--- src/rtl/illop_trap_seq.sv ---
// illop_trap_seq: stage-1 instruction register with illegal-opcode trap sequencing.
// A word sits in stage 1 while an external decoder judges cpipe1s. Legal words
// go on to stage 2. An illegal word is captured into trap_opc, fetch is flushed,
// and the block waits for the exception unit's acknowledge. It then stays idle
// for TRAP_HOLDOFF cycles before it accepts new words again.
module illop_trap_seq #(
  parameter int TRAP_HOLDOFF = 4,
  parameter int CNT_W        = 8
) (
  input  logic             clk,
  input  logic             rst,
  input  logic             in_valid,
  output logic             in_ready,
  input  logic [9:0]       in_opc,
  output logic [9:0]       cpipe1s,
  input  logic             pillegalopc,
  output logic             out_valid,
  input  logic             out_ready,
  output logic [9:0]       out_opc,
  output logic             trap_req,
  input  logic             trap_ack,
  output logic [9:0]       trap_opc,
  output logic             flush,
  output logic [CNT_W-1:0] trap_count
);

  // Countdown is at least one bit wide so that TRAP_HOLDOFF = 0 still elaborates.
  localparam int CD_W = (TRAP_HOLDOFF > 0) ? $clog2(TRAP_HOLDOFF + 1) : 1;
  localparam logic [CD_W-1:0]  HOLD_INIT = CD_W'(TRAP_HOLDOFF);
  localparam logic [CD_W-1:0]  HOLD_LAST = CD_W'(1);
  localparam logic [CNT_W-1:0] CNT_MAX   = '1;

  typedef enum logic [1:0] {
    RUN,
    TRAP,
    HOLD
  } state_t;

  state_t          state;
  logic            s1_valid;
  logic [9:0]      s1_opc;
  logic [CD_W-1:0] countdown;

  assign cpipe1s  = s1_valid ? s1_opc : 10'h000;
  assign out_opc  = s1_opc;
  assign trap_req = (state == TRAP);

  // Handshake qualifiers: words move only in RUN, and an illegal word never reaches stage 2.
  always_comb begin
    in_ready  = 1'b0;
    out_valid = 1'b0;
    if (state == RUN) begin
      in_ready  = ~s1_valid | (out_ready & ~pillegalopc);
      out_valid = s1_valid & ~pillegalopc;
    end
  end

  // Sequencer: stage-1 loading, trap capture, acknowledge wait and holdoff countdown.
  always_ff @(posedge clk or posedge rst) begin
    if (rst) begin
      state      <= RUN;
      s1_valid   <= 1'b0;
      s1_opc     <= 10'h000;
      trap_opc   <= 10'h000;
      flush      <= 1'b0;
      trap_count <= '0;
      countdown  <= '0;
    end else begin
      flush <= 1'b0;
      case (state)
        RUN: begin
          if (s1_valid && pillegalopc) begin
            trap_opc <= s1_opc;
            s1_valid <= 1'b0;
            flush    <= 1'b1;
            if (trap_count != CNT_MAX) begin
              trap_count <= trap_count + 1'b1;
            end
            state <= TRAP;
          end else if (in_ready) begin
            s1_valid <= in_valid;
            if (in_valid) begin
              s1_opc <= in_opc;
            end
          end
        end
        TRAP: begin
          if (trap_ack) begin
            if (TRAP_HOLDOFF == 0) begin
              state <= RUN;
            end else begin
              countdown <= HOLD_INIT;
              state     <= HOLD;
            end
          end
        end
        HOLD: begin
          countdown <= countdown - 1'b1;
          if (countdown <= HOLD_LAST) begin
            state <= RUN;
          end
        end
        default: begin
          state <= RUN;
        end
      endcase
    end
  end

endmodule

--- config.mk ---
export PLATFORM = sky130hd
export DESIGN_NAME = illop_trap_seq
export DESIGN_NICKNAME = d
export VERILOG_FILES = /design/src/rtl/illop_trap_seq.sv
export SDC_FILE = /design/constraint.sdc
export NUM_CORES = 1
export LEC_CHECK = 0
export ABC_AREA = 1
export BUFFER_PORTS_ARGS = -buffer_cell sky130_fd_sc_hd__clkbuf_2
export CAP_MARGIN = 20
export CELL_PAD_IN_SITES_DETAIL_PLACEMENT = 1
export CELL_PAD_IN_SITES_GLOBAL_PLACEMENT = 1
export CORE_ASPECT_RATIO = 1.25
export CORE_MARGIN = 3
export CORE_UTILIZATION = 38
export DETAILED_ROUTE_END_ITERATION = 6
export PLACE_DENSITY = 0.87
export RECOVER_POWER = 25
export SLEW_MARGIN = 20
export SYNTH_ARGS = -nofsm -noshare
export SYNTH_HDL_FRONTEND = slang
export SYNTH_SLANG_ARGS = --single-unit
--- constraint.sdc ---
create_clock -name clk -period 3.8 [get_ports clk]
set_input_delay 1.14 -clock clk [delete_from_list [all_inputs] [get_ports clk]]
set_output_delay 1.14 -clock clk [all_outputs]
set_load 0.05 [all_outputs]
==> flow_metrics.env <==
export IMPL_run_status="complete, but fails checks"
export IMPL_violations="capacitance limit, slew limit"
export IMPL_crit_fanout=3
export IMPL_firstDrtPassIters=4
export IMPL_cts_hold_buffers=0
export IMPL_max_freq_mhz=336
export IMPL_grt_max_degree=36
export IMPL_synth_area_um2=1710
export IMPL_grt_overflow=0
export IMPL_fin_worst_skew_ns=0.00575
export IMPL_worstPathArrival_ns=1.84
export IMPL_peakVddDrop_mv=0.426
export IMPL_syn_to_final_growth_pct=23.7
export IMPL_synth_area_top_cells="dfrtp_1 51%, nand2_1 17%, inv_1 7.7%"
export IMPL_yosysWarnings=0
export IMPL_synth_top_area_share_pct=51.2
export IMPL_wl_per_cell_um=13.3
export IMPL_vias=1493
export IMPL_antenna_left=0
export IMPL_ctsResizeCount=0
export IMPL_grt_usage_pct=18.4
export IMPL_nets=284
export IMPL_holdWs_ns=0.485
export IMPL_antennaDiodeCount=0
export IMPL_drv_cap=1
export IMPL_start_util_pct=40.5
export IMPL_yosysMostFrequentCell="nand2_1"
export IMPL_cts_setup_buffers=0
export IMPL_syn_avg_cell_area_um2=8.31
export IMPL_totalWireLength_um=4310
export IMPL_synth_edf_count=0
export IMPL_async_flop_share_pct=100
export IMPL_cts_tree="yes"
export IMPL_finalCriticalPeriod_ns=2.98
export IMPL_hold_viol_final=0
export IMPL_vias_per_cell=4.62
export IMPL_die_height_um=81.0
export IMPL_yosysTopAreaCell="dfrtp_1"
export IMPL_drc=0
export IMPL_worstSetupPathType="input pin to output port"
export IMPL_synth_distinct_cells=25
export IMPL_synth_seq_cells=35
export IMPL_hpwl_um=3270
export IMPL_dpl_cell_count=315
export IMPL_rsz0062_at_grt="no"
export IMPL_postPlaceCellArea_um2=2040
export IMPL_cts_root_buf="clkbuf_8"
export IMPL_io_buffers=57
export IMPL_synth_cells=206
export IMPL_row_count=26
export IMPL_slew_headroom_pct=-29.3
export IMPL_reg2reg_depth=2
export IMPL_drive_above_1_share_pct=31.1
export IMPL_antenna_found_initial=0
export IMPL_syn_nets=224
export IMPL_grt_pass1_vias=1555
export IMPL_post_route_cell_area_um2=2120
export IMPL_coreArea_um2=4230
export IMPL_dieArea_um2=5350
export IMPL_die_w_um=66.0
export IMPL_critPathCaptureType="output port"
export IMPL_stdcell_count=323
export IMPL_htreeDepth=2
export IMPL_min_from="trap_opc[5]"
export IMPL_initialDrtViolationCount=49
export IMPL_clock_latency_ns=0.29
export IMPL_post_route_period_util_pct=78.3
export IMPL_critical_path_required_ns=2.66
export IMPL_pin_count=58
export IMPL_p_per_area_nw_per_um2=1020
export IMPL_final_util_pct=50.1
export IMPL_slew_viol_final=36
export IMPL_clock_sinks=35
export IMPL_fin_tns_setup_ns=0
export IMPL_reg2reg_slack_ns=1.82
export IMPL_synthFlopType="dfrtp_1"
export IMPL_yosysSeqAreaShare_pct=51.2
export IMPL_cts_buffer_depth=2
export IMPL_numCtsBuffers=5
export IMPL_reg2reg_to="trap_opc[6]"
export IMPL_hp_class="register to register"
export IMPL_synth_common_cells="78 x nand2_1, 35 x dfrtp_1, 35 x inv_1"
export IMPL_hold_path_end="trap_opc[5]"
export IMPL_setup_viol=0
export IMPL_worstMarginPinSlew_ns=1.94
export IMPL_place_gp_congestion=0.768
export IMPL_clkSlewWorstSetupHoldPaths_ns=0.07
export IMPL_cp_start_kind="input pin"
export IMPL_hold_path_depth=2
export IMPL_p_leak_nw=1.24
export IMPL_r2r_start="s1_valid"
export IMPL_grt_pass1_wl_um=7270
==> layout make-up <==
type,instances,area (µm²)
sequential,35,876
clock inverter,3,15.0
multi-input combinational,129,658
inverter,37,141
timing repair buffer,58,288
fill,556,2110
tap,56,70.1
clock buffer,5,68.8
==> where the power goes <==
| group | internal (W) | leakage, nW | switching, W |
|---|---|---|---|
| sequential | 0.000520 | 0.442 | 0.000146 |
| combinational | 0.000273 | 0.750 | 0.000963 |
| clock | 0.000125 | 0.0477 | 0.000138 |
==> cell usage in the layout, fill, tap and decap left out <==
| master | Yosys | layout |
|---|---|---|
| clkbuf_1 | 1 | 2 |
| clkbuf_2 | 0 | 56 |
| clkbuf_8 | 0 | 5 |
| clkinv_2 | 0 | 3 |
| dfrtp_1 | 35 | 35 |
| ha_1 | 2 | 2 |
| inv_1 | 35 | 35 |
| inv_2 | 1 | 1 |
| inv_4 | 1 | 1 |
| nand2_1 | 78 | 78 |
| nand2_4 | 2 | 2 |
| nand3_1 | 6 | 6 |
| nand3_2 | 1 | 1 |
| nand4_1 | 1 | 1 |
| nor2_1 | 7 | 7 |
| nor2_2 | 1 | 1 |
| nor2_4 | 3 | 3 |
| nor2_8 | 1 | 1 |
| o21ai_0 | 10 | 10 |
| o21ai_1 | 2 | 2 |
| o21ai_2 | 9 | 9 |
| o22ai_1 | 1 | 1 |
| o31ai_1 | 1 | 1 |
| or2_0 | 1 | 1 |
| xnor2_1 | 1 | 1 |
| xor2_1 | 2 | 2 |
==> stage by stage <==
| step | setup slack, ns | total power, W |
|---|---|---|
| 4_1_cts | 0.810 | 0.00220 |
| 3_3_place_gp | 0.826 | 0.00188 |
| 5_1_grt | 0.752 | 0.00231 |
| 2_1_floorplan | 0.866 | 0.00164 |
| 3_5_place_dp | 0.814 | 0.00193 |
| 6_report | 0.823 | 0.00216 |
==> state kept, by name, summed over array words and instances, names as in the netlist <==
name	cells
out_opc	10
trap_opc	10
trap_count	8
countdown	3
state	2
flush	1
s1_valid	1
==> per-layer routing <==
layer	vias to the layer above	global-route usage, %	share of wire [%]
li1	737	-	-
met1	715	18.4	38
met2	34	35.4	56
met3	7	4.15	3.7
met4	0	8.13	2.2
met5	-	0	0
==> kinds of logic (layout without fill, tap and decap cells) <==
family                   Yosys count  in the layout  share of synthesized area, %
AND/OR/NAND/NOR                  101            101                          26.5
buffers and inverters             42            103                          10.4
flip-flops                        35             35                          51.2
AO/OA/AOI/OAI                     23             23                          8.92
XOR/XNOR                           3              3                          1.54
adder cells (fa/ha/maj)            2              2                          1.46
==> worst max path at each step <==
stage,start,slack [ns],end
3_5_place_dp,pillegalopc,0.81,in_ready
4_1_cts,pillegalopc,0.81,in_ready
6_report,pillegalopc,0.82,in_ready
3_3_place_gp,pillegalopc,0.83,in_ready
5_1_grt,pillegalopc,0.75,in_ready
2_1_floorplan,pillegalopc,0.87,out_valid
==> worst max-delay path: stages <==
cell and delay, ns:
clkbuf_2 0.12, nand2_4 0.11, nand3_2 0.13, inv_1 0.07, clkbuf_2 0.27
Power figures use the tool's default switching activity.
